===== config.mk =====
export PLATFORM = sky130hd
export DESIGN_NAME = floor_gen_multi_flat
export DESIGN_NICKNAME = d
export VERILOG_FILES = /design/src/rtl/floor_gen_multi_pkg.sv /design/src/rtl/floor_gen_multi_if.sv /design/src/rtl/floor_gen_multi_channel.sv /design/src/rtl/floor_gen_multi.sv /design/src/flat_wrapper.sv
export SDC_FILE = /design/constraint.sdc
export NUM_CORES = 1
export LEC_CHECK = 0
export CORE_MARGIN = 1.5
export CORE_UTILIZATION = 36
export CTS_BUF_LIST = sky130_fd_sc_hd__clkbuf_4 sky130_fd_sc_hd__clkbuf_8 sky130_fd_sc_hd__clkbuf_16
export DETAILED_ROUTE_END_ITERATION = 10
export MAX_ROUTING_LAYER = met4
export PLACE_DENSITY = 0.59
export SLEW_MARGIN = 20
export SYNTH_ARGS = -nofsm -noshare
export SYNTH_HDL_FRONTEND = slang
export SYNTH_SLANG_ARGS = --single-unit
export TNS_END_PERCENT = 10

===== constraint.sdc =====
create_clock -name clk -period 2.85 [get_ports clk]
set_clock_uncertainty 0.2 [all_clocks]
set_input_delay 0.4275 -clock clk [delete_from_list [all_inputs] [get_ports clk]]
set_output_delay 0.4275 -clock clk [all_outputs]
set_load 0.05 [all_outputs]

===== src/rtl/floor_gen_multi_pkg.sv =====
// Shared types, constants and helpers for the multi-channel floor generator.
// Provides the drop-speed decode and the LFSR rotation used for respawn heights.
package floor_pkg;

    typedef enum logic [0:0] {
        ST_ACTIVE = 1'b0,
        ST_WAIT   = 1'b1
    } floor_state_t;

    localparam int unsigned TG_BAND1 = 80;
    localparam int unsigned TG_BAND2 = 160;
    localparam int unsigned TG_BAND3 = 240;
    localparam int unsigned TG_BAND4 = 320;

    // Fibonacci taps 16,14,13,11 expressed as bit positions 15,13,12,10.
    localparam logic [15:0] LFSR_TAPS = 16'hB400;

    // Speed profile: the longer since the hit, the sparser the one-pixel steps.
    function automatic logic drop_step(input logic [8:0] time_gap, input logic hit_ceiling);
        logic s;
        s = 1'b0;
        if (!hit_ceiling || time_gap == 9'd0) begin
            s = 1'b0;
        end else if (time_gap < 9'(TG_BAND1)) begin
            s = 1'b1;
        end else if (time_gap < 9'(TG_BAND2)) begin
            s = (time_gap[0] == 1'b0);
        end else if (time_gap < 9'(TG_BAND3)) begin
            s = (time_gap[1:0] == 2'b00);
        end else if (time_gap < 9'(TG_BAND4)) begin
            s = (time_gap[2:0] == 3'b000);
        end
        return s;
    endfunction

    function automatic logic [7:0] rand_byte(input logic [15:0] v, input int unsigned k);
        logic [15:0] r;
        r = (v << k) | (v >> (16 - k));
        return r[7:0];
    endfunction

endpackage


===== src/rtl/floor_gen_multi_if.sv =====
// Bus between game-state logic / renderer and the floor generator.
// The generator is the slave: it takes motion controls and returns floor positions.
interface floor_gen_multi_if #(
    parameter int N_FLOOR = 4,
    parameter int W       = 10
);
    logic                 frame_tick;
    logic                 hit_ceiling;
    logic [8:0]           time_gap;
    logic                 scroll_en;
    logic [N_FLOOR*W-1:0] floor_x;
    logic [N_FLOOR*W-1:0] floor_y;
    logic [N_FLOOR-1:0]   enable;
    logic [N_FLOOR-1:0]   respawn_pulse;

    modport master (
        output frame_tick, hit_ceiling, time_gap, scroll_en,
        input  floor_x, floor_y, enable, respawn_pulse
    );

    modport slave (
        input  frame_tick, hit_ceiling, time_gap, scroll_en,
        output floor_x, floor_y, enable, respawn_pulse
    );
endinterface


===== src/rtl/floor_gen_multi_channel.sv =====
// One floor channel: drops/scrolls while active, retires off-field, then waits
// a fixed number of frame ticks and respawns at the right edge.
module floor_channel
    import floor_pkg::*;
#(
    parameter int W             = 10,
    parameter int X_RST         = 150,
    parameter int Y_RST         = 460,
    parameter int SCREEN_W      = 640,
    parameter int Y_MIN         = 120,
    parameter int Y_MAX         = 460,
    parameter int RESPAWN_DELAY = 8
) (
    input  logic         clk,
    input  logic         rst,
    input  logic         tick,
    input  logic         step,
    input  logic         scroll_en,
    input  logic [7:0]   rnd,
    output logic [W-1:0] x,
    output logic [W-1:0] y,
    output logic         enable,
    output logic         respawn_pulse
);

    localparam int CNT_W = $clog2(RESPAWN_DELAY + 1);
    localparam logic [W-1:0]     Y_MAX_W   = W'(Y_MAX);
    localparam logic [W-1:0]     X_EDGE_W  = W'(SCREEN_W - 1);
    localparam logic [W-1:0]     Y_MIN_W   = W'(Y_MIN);
    localparam logic [CNT_W-1:0] DELAY_CNT = CNT_W'(RESPAWN_DELAY);

    floor_state_t     state_reg, state_next;
    logic [W-1:0]     x_reg, x_next;
    logic [W-1:0]     y_reg, y_next;
    logic [CNT_W-1:0] cnt_reg, cnt_next;
    logic             pulse_reg, pulse_next;

    logic [W:0]   y_sum;
    logic [W-1:0] y_drop;
    logic [W-1:0] x_scroll;
    logic         retire;

    // Saturating drop and floor-clamped scroll; retirement looks at the moved values.
    assign y_sum    = {1'b0, y_reg} + {{W{1'b0}}, step};
    assign y_drop   = y_sum[W] ? {W{1'b1}} : y_sum[W-1:0];
    assign x_scroll = (scroll_en && x_reg != '0) ? x_reg - 1'b1 : x_reg;
    assign retire   = (y_drop > Y_MAX_W) || (scroll_en && x_scroll == '0);

    always_comb begin
        state_next = state_reg;
        x_next     = x_reg;
        y_next     = y_reg;
        cnt_next   = cnt_reg;
        pulse_next = 1'b0;
        if (tick) begin
            unique case (state_reg)
                ST_ACTIVE: begin
                    x_next = x_scroll;
                    y_next = y_drop;
                    if (retire) begin
                        state_next = ST_WAIT;
                        cnt_next   = DELAY_CNT;
                    end
                end
                ST_WAIT: begin
                    if (cnt_reg == CNT_W'(1)) begin
                        state_next = ST_ACTIVE;
                        x_next     = X_EDGE_W;
                        y_next     = Y_MIN_W + W'(rnd);
                        cnt_next   = '0;
                        pulse_next = 1'b1;
                    end else begin
                        cnt_next = cnt_reg - 1'b1;
                    end
                end
                default: state_next = ST_ACTIVE;
            endcase
        end
    end

    always_ff @(posedge clk or negedge rst) begin
        if (!rst) begin
            state_reg <= ST_ACTIVE;
            x_reg     <= W'(X_RST);
            y_reg     <= W'(Y_RST);
            cnt_reg   <= '0;
            pulse_reg <= 1'b0;
        end else begin
            state_reg <= state_next;
            x_reg     <= x_next;
            y_reg     <= y_next;
            cnt_reg   <= cnt_next;
            pulse_reg <= pulse_next;
        end
    end

    assign x             = x_reg;
    assign y             = y_reg;
    assign enable        = (state_reg == ST_ACTIVE);
    assign respawn_pulse = pulse_reg;

endmodule


===== src/rtl/floor_gen_multi.sv =====
// N-channel floor generator: shared LFSR and drop decode feeding independent
// floor channels, with positions packed for the VGA renderer.
module floor_gen_multi
    import floor_pkg::*;
#(
    parameter int          N_FLOOR       = 4,
    parameter int          W             = 10,
    parameter int          X_START       = 150,
    parameter int          X_SPACING     = 150,
    parameter int          Y_TOP         = 460,
    parameter int          Y_STEP        = 85,
    parameter int          SCREEN_W      = 640,
    parameter int          Y_MIN         = 120,
    parameter int          Y_MAX         = 460,
    parameter int          RESPAWN_DELAY = 8,
    parameter logic [15:0] LFSR_SEED     = 16'hACE1
) (
    input  logic               clk,
    input  logic               rst,
    floor_gen_multi_if.slave   bus
);

    logic [15:0] lfsr_reg;
    logic        step;

    always_ff @(posedge clk or negedge rst) begin
        if (!rst) begin
            lfsr_reg <= LFSR_SEED;
        end else if (bus.frame_tick) begin
            lfsr_reg <= {lfsr_reg[14:0], ^(lfsr_reg & LFSR_TAPS)};
        end
    end

    assign step = drop_step(bus.time_gap, bus.hit_ceiling);

    generate
        for (genvar gi = 0; gi < N_FLOOR; gi++) begin : g_ch
            // Per-channel rotation keeps simultaneous respawns at different heights.
            logic [7:0]   rnd;
            logic [W-1:0] x;
            logic [W-1:0] y;

            assign rnd = rand_byte(lfsr_reg, (3 * gi) % 16);

            floor_channel #(
                .W             (W),
                .X_RST         (X_START + gi * X_SPACING),
                .Y_RST         (Y_TOP - gi * Y_STEP),
                .SCREEN_W      (SCREEN_W),
                .Y_MIN         (Y_MIN),
                .Y_MAX         (Y_MAX),
                .RESPAWN_DELAY (RESPAWN_DELAY)
            ) u_ch (
                .clk           (clk),
                .rst           (rst),
                .tick          (bus.frame_tick),
                .step          (step),
                .scroll_en     (bus.scroll_en),
                .rnd           (rnd),
                .x             (x),
                .y             (y),
                .enable        (bus.enable[gi]),
                .respawn_pulse (bus.respawn_pulse[gi])
            );

            assign bus.floor_x[gi*W +: W] = x;
            assign bus.floor_y[gi*W +: W] = y;
        end
    endgenerate

endmodule


===== src/flat_wrapper.sv =====
// flat-port wrapper written by rule: the top's interface ports become plain ports
module floor_gen_multi_flat import floor_pkg::*;
#(
    parameter int          N_FLOOR       = 4,
    parameter int          W             = 10,
    parameter int          X_START       = 150,
    parameter int          X_SPACING     = 150,
    parameter int          Y_TOP         = 460,
    parameter int          Y_STEP        = 85,
    parameter int          SCREEN_W      = 640,
    parameter int          Y_MIN         = 120,
    parameter int          Y_MAX         = 460,
    parameter int          RESPAWN_DELAY = 8,
    parameter logic [15:0] LFSR_SEED     = 16'hACE1
)
  (clk, rst, bus_frame_tick, bus_hit_ceiling, bus_time_gap, bus_scroll_en, bus_floor_x, bus_floor_y, bus_enable, bus_respawn_pulse);
  floor_gen_multi_if #(.N_FLOOR(N_FLOOR), .W(W)) bus_i ();
  input  logic clk;
  input  logic rst;
  input wire logic [$bits(bus_i.frame_tick)-1:0] bus_frame_tick;
  input wire logic [$bits(bus_i.hit_ceiling)-1:0] bus_hit_ceiling;
  input wire logic [$bits(bus_i.time_gap)-1:0] bus_time_gap;
  input wire logic [$bits(bus_i.scroll_en)-1:0] bus_scroll_en;
  output wire logic [$bits(bus_i.floor_x)-1:0] bus_floor_x;
  output wire logic [$bits(bus_i.floor_y)-1:0] bus_floor_y;
  output wire logic [$bits(bus_i.enable)-1:0] bus_enable;
  output wire logic [$bits(bus_i.respawn_pulse)-1:0] bus_respawn_pulse;
  assign bus_i.frame_tick = bus_frame_tick;
  assign bus_i.hit_ceiling = bus_hit_ceiling;
  assign bus_i.time_gap = bus_time_gap;
  assign bus_i.scroll_en = bus_scroll_en;
  assign bus_floor_x = bus_i.floor_x;
  assign bus_floor_y = bus_i.floor_y;
  assign bus_enable = bus_i.enable;
  assign bus_respawn_pulse = bus_i.respawn_pulse;
  floor_gen_multi #(.N_FLOOR(N_FLOOR), .W(W), .X_START(X_START), .X_SPACING(X_SPACING), .Y_TOP(Y_TOP), .Y_STEP(Y_STEP), .SCREEN_W(SCREEN_W), .Y_MIN(Y_MIN), .Y_MAX(Y_MAX), .RESPAWN_DELAY(RESPAWN_DELAY), .LFSR_SEED(LFSR_SEED)) u_core (.clk(clk), .rst(rst), .bus(bus_i));
endmodule

==> results of run 1 <==
[through the flow]
stage	hold slack (ns)	setup TNS [ns]	power, mW	utilization [%]
after floorplan	-0.0681	-7.22	7.99	-
after global placement	0.209	-50.74	10.2	46.6
after detailed placement	0.209	-53.14	10.3	46.6
after CTS	0.240	-2.20	12.8	51.1
after global routing	0.227	-6.11	13.8	52.3
final	0.202	-1.44	13.0	52.3
[worst reg2reg max path: stages (launching register included)]
cell and delay (ns):
dfrtp_1 0.37, inv_1 0.12, ha_1 0.19, or3b_2 0.50, nor3_1 0.22, or3_1 0.20
xor2_1 0.18, nand4_2 0.14, buf_4 0.17, a21oi_4 0.21, buf_4 0.15, o22ai_2 0.05
[Yosys cell counts, types with 13 or more instances]
cell / count
inv_1: 51
clkbuf_1: 44
dfstp_2: 44
dfrtp_1: 76
nand2_1: 97
a21oi_1: 73
o22ai_1: 17
a221oi_1: 17
nand4_1: 14
mux2i_1: 13
nand3_1: 39
nor2_1: 104
ha_1: 31
nor3_1: 27
o21ai_0: 71
a31oi_1: 16
[power groups by stage]
stage / Sequential, mW / Combinational (mW) / Clock (mW)
2_1_floorplan: 4.83 / 3.16 / 0
3_3_place_gp: 3.60 / 6.63 / 0
3_5_place_dp: 3.60 / 6.69 / 0
4_1_cts: 3.63 / 6.88 / 2.28
5_1_grt: 3.81 / 7.63 / 2.35
6_report: 3.67 / 7.07 / 2.23
[what timing repair did]
item	4_1_cts	5_1_grt
hold buffers	1	0
setup buffers	13	6
pin swaps	32	37
gates cloned	0	0
hold endpoints to repair	17	0
setup endpoints to repair	60	52
resized for setup	90	61
[cell type report]
cell class | count | share of cell area [%]
Multi-Input combinational cell | 728 | 44.6
Sequential cell | 120 | 26.8
Timing Repair Buffer | 239 | 18.4
Clock buffer | 22 | 4.17
Tap cell | 280 | 3.07
Inverter | 54 | 1.84
Clock inverter | 10 | 1.12
[kinds of logic (layout without fill, tap and decap cells)]
family                     Yosys count  after routing  synth area share (%)
AOI/OAI and AO/OA                  292            292                  24.1
xor gates and xnor gates            18             18                  1.96
adders and majority gates           31             31                  4.83
buffers and inverters              113            325                  5.72
DFF                                120            120                  38.1
muxes                               22             22                  2.88
and+or+nand+nor                    365            365                  22.4
[cells in the final DEF (no fill, tap or decap), drive strengths merged, types with 7 or more instances in the layout]
| master | n |
|---|---|
| o31ai | 7 |
| a31oi | 16 |
| nor4 | 10 |
| nand4 | 15 |
| nand3 | 39 |
| dfstp | 44 |
| xnor2 | 12 |
| ha | 31 |
| buf | 146 |
| mux2i | 13 |
| o21ai | 73 |
| nor2 | 104 |
| dfrtp | 76 |
| nor3 | 27 |
| mux2 | 9 |
| or3 | 11 |
| clkdlybuf4s50 | 90 |
| clkbuf | 23 |
| clkinv | 9 |
| nand2 | 97 |
| and2 | 9 |
| o22ai | 17 |
| and3 | 7 |
| a221oi | 17 |
| inv | 51 |
| a21oi | 74 |
[worst max-delay path by stage]
stage                                from                        endpoint  slack, ns  cells past startpoint
after floorplan           bus_time_gap[8]  u_core.g_ch[0].u_ch.cnt_reg[0]      -0.41                     15
after global placement    bus_time_gap[8]  u_core.g_ch[3].u_ch.cnt_reg[3]      -1.09                     16
after detailed placement  bus_time_gap[8]  u_core.g_ch[3].u_ch.cnt_reg[3]      -1.20                     15
after CTS                 bus_time_gap[3]  u_core.g_ch[1].u_ch.cnt_reg[3]      -0.18                     16
after global routing      bus_time_gap[4]  u_core.g_ch[2].u_ch.cnt_reg[3]      -0.37                     17
final                     bus_time_gap[4]  u_core.g_ch[1].u_ch.cnt_reg[3]      -0.23                     17
[metal layers]
layer,part of all wire [%],track usage (%),vias up
li1,-,-,3943
met3,4.2,3.75,30
met2,49,34.9,190
met5,0,-,-
met4,1.3,5.78,0
met1,46,28.0,3901
==> flow_summary.ini, run 1 <==
[final_layout]
drive_above_1_share_pct = 30.2
final_cell_area_mm2 = 0.0114
synthToLayoutAreaGrowth_pct = 42.1
instances_no_fill = 1453
multiInputGateArea_mm2 = 0.00509
final.fill_count = 2004
register_area_mm2 = 0.00306
fin_nets = 1205
num_antenna_cells = 0

[worst_setup_path]
r2r-end = u_core.g_ch[3].u_ch.cnt_reg[1]
r2r_setup_slack_ns = 0.02
rr_startpoint = u_core.g_ch[3].u_ch.x[0]
cp_cell_sequence = buf_8, nor4_4, a311oi_2, a21oi_1, o32a_1, a211oi_2, buf_6, ha_4, ha_4, and4_4, buf_4, a31o_2, o41ai_2, a32o_1, a211o_1, or3b_4, o2bb2ai_2
r2r_cells = 11
worstPathRequired_ns = 2.96
crit_type = in -> reg
startpoint_type = input port
crit_family = compound AO/OA/AOI/OAI gates
worst_ep_arrival_time_ns = 3.19
cp_num_buf_inv = 3
cp_slowest_cell = or3b_4
worst-path-max-fanout = 5
crit_path_frequent_cell = ha_4
cp_slowest_stage_delay_ns = 0.39
setup.worst_path.end_class = flip-flop

[hold_path]
min_from = bus_frame_tick
min_to = u_core.g_ch[1].u_ch.state_reg
hold_path.class = in -> reg
min_path_cells = 2

[place]
gp_congestion = 0.877
hpwl_um = 16600
port_buffers = 101
pre_cts_slack_ns = -1.20
postPlaceCellArea_mm2 = 0.0102
dp.cells = 1403

[global_route]
global_route.overflow_total = 0
grt_antenna_before_repair = 0
grt_max_degree = 69
grt_pass1_wl_um = 40100
track_usage_pct = 21.6
grt_pass1_vias = 7840

[timing]
period_minus_slack_ns = 3.08
slew_headroom_pct = 48.6
fin_ws_ns = -0.232
post-route-period-util_pct = 108
tightest_slew_ns = 0.766
slew_violations = 0
hold_violations = 0
setup_viol = 18
rsz0062_at_grt = yes
fmax_mhz = 325

[detailed_routing]
routed_wl_um = 24400
dr.first_iter.drc_count = 657
num_vias = 8064
first_pass_iters = 6
route.detailed.drc = 0
ant_nets = 0
vias_per_cell = 5.55
wl_per_cell_um = 16.8

[logic_synthesis]
syn_nets = 1006
syn-instance-count = 961
async_flop_share_pct = 100
ys.flop_type = dfrtp_1
synth-edff-count = 0
avgSynthCellArea_um2 = 8.35
netlist_area_mm2 = 0.00803
synth_top_area_share_pct = 23.7
yosysTopAreaCell = dfrtp_1
synthTopCellsByArea = dfrtp_1, dfstp_2, nor2_1
yosysUniqueCellTypes = 83
yosysSeqAreaShare_pct = 38.1
yosys_warnings = 0
ys_ff_latch = 120

[outcome]
outcome = finished, violations left
violations = negative setup slack

[power]
cellPowerDensity_mw_per_mm2 = 1140
power_frac_comb_pct = 54.5
seqPwrFrac_pct = 28.3
swShare_pct = 47.8
clkPwrFrac_pct = 17.2
ir_drop_v = 0.000556
power_leakage_nw = 4.71
p_int_mw = 6.77
switching_power_mw = 6.20

[die]
design.die.area_mm2 = 0.0232
fp.dieW_um = 152
boundaryPins = 102
start_util_pct = 36.8
core_mm2 = 0.0218
rows = 54
die_height_um = 152

[clock_network]
cts-root-buf = clkbuf_16
cts.sinks = 120
h-tree-depth = 4
clk_pin_slew_ns = 0.05
cts_made_buffers = 17
clockBufferDepth = 2
cts_tree = yes
insertion_delay_ns = 0.42

[flow_run]
cap_violations = 0
(Power assumes the default switching activity.)
==> inputs of run 2 (changes only) <==
TNS_END_PERCENT = 5   (was 10)
==> run 2 against run 1 <==
Compared with the run above: utilization shrank 1.7 points; non-clock buffer count shrank 25; clock power shrank 4%; first-iteration DRC count shrank 24%; wire length shrank 2.2%; the run still ends with negative setup slack left; worst hold slack gained 0.021 ns; critical path depth shrank 2; via count shrank 1.1%; design area shrank 3.2%; global-route usage shrank 0.46 points; count of clock-buffer cells in the layout shrank 5.
==> flow_summary.ini, run 2 (synthesis gave the netlist of run 1 again) <==
[die]
fp.dieW_um = 152
rows = 54
start_util_pct = 36.8
design.die.area_mm2 = 0.0232
core_mm2 = 0.0218
die_height_um = 152
boundaryPins = 102

[worst_setup_path]
cp_num_buf_inv = 2
cp_slowest_cell = or3b_1
crit_type = in -> reg
startpoint_type = input port
cp_cell_sequence = buf_8, nor4_4, a311oi_2, a21oi_1, o32a_1, a211oi_4, buf_6, ha_4, ha_4, o22ai_4, o41ai_2, a32o_1, a211o_1, or3b_1, o2bb2ai_2
setup.worst_path.end_class = flip-flop
worstPathRequired_ns = 2.96
worst-path-max-fanout = 3
worst_ep_arrival_time_ns = 3.23
cp_slowest_stage_delay_ns = 0.37
crit_family = compound AO/OA/AOI/OAI gates
crit_path_frequent_cell = ha_4

[clock_network]
clk_pin_slew_ns = 0.06
cts_made_buffers = 17
insertion_delay_ns = 0.42
cts_tree = yes
h-tree-depth = 4
cts-root-buf = clkbuf_16
cts.sinks = 120
clockBufferDepth = 2

[final_layout]
drive_above_1_share_pct = 26.4
final_common_cell = buf_4
final.fill_count = 2098
final_cell_mix = buf_4, nor2_1, nand2_1, clkdlybuf4s50_1, dfrtp_1
fin_nets = 1180
num_antenna_cells = 0
synthToLayoutAreaGrowth_pct = 37.6

[global_route]
grt_max_degree = 62
grt_pass1_wl_um = 39400
track_usage_pct = 21.1
grt_pass1_vias = 7784
grt_antenna_before_repair = 0
global_route.overflow_total = 0

[place]
pre_cts_slack_ns = -1.20
port_buffers = 101
hpwl_um = 16500
gp_congestion = 0.881

[timing]
hold_violations = 0
fin_ws_ns = -0.269
slew_headroom_pct = 54.0
tightest_slew_ns = 0.688
slew_violations = 0
whs_ns = 0.222
setup_viol = 26
post-route-period-util_pct = 109
fmax_mhz = 321
period_minus_slack_ns = 3.12
rsz0062_at_grt = yes

[detailed_routing]
vias_per_cell = 5.58
num_vias = 7974
wl_per_cell_um = 16.7
first_pass_iters = 5
ant_nets = 0
dr.first_iter.drc_count = 502
route.detailed.drc = 0
routed_wl_um = 23800

[power]
power_leakage_nw = 4.51
ir_drop_v = 0.000607
swShare_pct = 48.6
seqPwrFrac_pct = 29.0
clkPwrFrac_pct = 17.0
power_frac_comb_pct = 54.0
cellPowerDensity_mw_per_mm2 = 1140
p_int_mw = 6.49
switching_power_mw = 6.13

[hold_path]
hold_path.class = in -> async

[flow_run]
cap_violations = 0

[outcome]
outcome = finished, violations left
violations = negative setup slack
## run 2: cell types whose count changed in the layout (fill, tap and decap cells not counted), moves of 5 or more
cell,previous run,this run
buf_4,126,107
o21ai_0,54,61
buf_6,11,5
clkinvlp_4,1,7
o21ai_2,7,1
a221oi_2,14,9
o22ai_2,6,1
## run 2: metrics by stage
stage	cells	power, mW	TNS [ns]	utilization (%)	instance area [um^2]
2_1_floorplan	961	7.98	-7.24	-	8160
3_3_place_gp	1390	10.2	-52.03	46.2	10100
3_5_place_dp	1390	10.2	-53.43	46.2	10100
4_1_cts	1427	12.5	-1.67	49.7	10800
5_1_grt	1428	13.5	-8.13	50.6	11000
6_report	1428	12.6	-3.04	50.6	11000
## run 2: power by group through the flow
stage               logic (mW)  clock network [mW]  registers, mW
floorplan                 3.15                   0           4.83
global placement          6.51                   0           3.64
global route              7.40                2.25           3.82
finish                    6.81                2.14           3.66
CTS                       6.67                2.19           3.64
detailed placement        6.57                   0           3.64
## run 2: final timing paths
kind,to,slack (ns),from,cells after the start
min reg2reg,u_core.g_ch[1].u_ch.cnt_reg[1],0.29,u_core.g_ch[1].u_ch.cnt_reg[1],1
min in group clk,u_core.g_ch[1].u_ch.cnt_reg[1],0.29,u_core.g_ch[1].u_ch.cnt_reg[1],1
min,u_core.g_ch[1].u_ch.cnt_reg[3],0.22,rst,2
max in group asynchronous,u_core.g_ch[0].u_ch.y[2],1.59,rst,3
max,u_core.g_ch[1].u_ch.cnt_reg[3],-0.27,bus_time_gap[4],15
max reg2reg,u_core.g_ch[3].u_ch.cnt_reg[1],0.04,u_core.g_ch[3].u_ch.x[0],10
## run 2: layer usage
layer  vias up  GRT usage, %  part of all wire (%)
met1      3868          26.9                    46
li1       3880             -                     -
met5         -             -                     0
met4         0          5.73                   1.6
met2       187          34.3                    48
met3        39          4.10                   4.1
## run 2: layout make-up
type	instances	area [um^2]	share of cell area [%]
Clock inverter	15	154	1.39
Tap cell	280	350	3.17
Inverter	54	210	1.90
Multi-Input combinational cell	728	4950	44.9
Sequential cell	120	3060	27.7
Clock buffer	17	425	3.85
Timing Repair Buffer	214	1890	17.1
## run 2: timing repair
| action | CTS | global route |
|---|---|---|
| gates cloned | 0 | 0 |
| setup buffers | 4 | 2 |
| hold buffers | 1 | 0 |
| endpoints found under the setup margin | 60 | 47 |
| endpoints found under the hold margin | 14 | 0 |
| resized for setup | 69 | 40 |
| pin swaps | 19 | 20 |
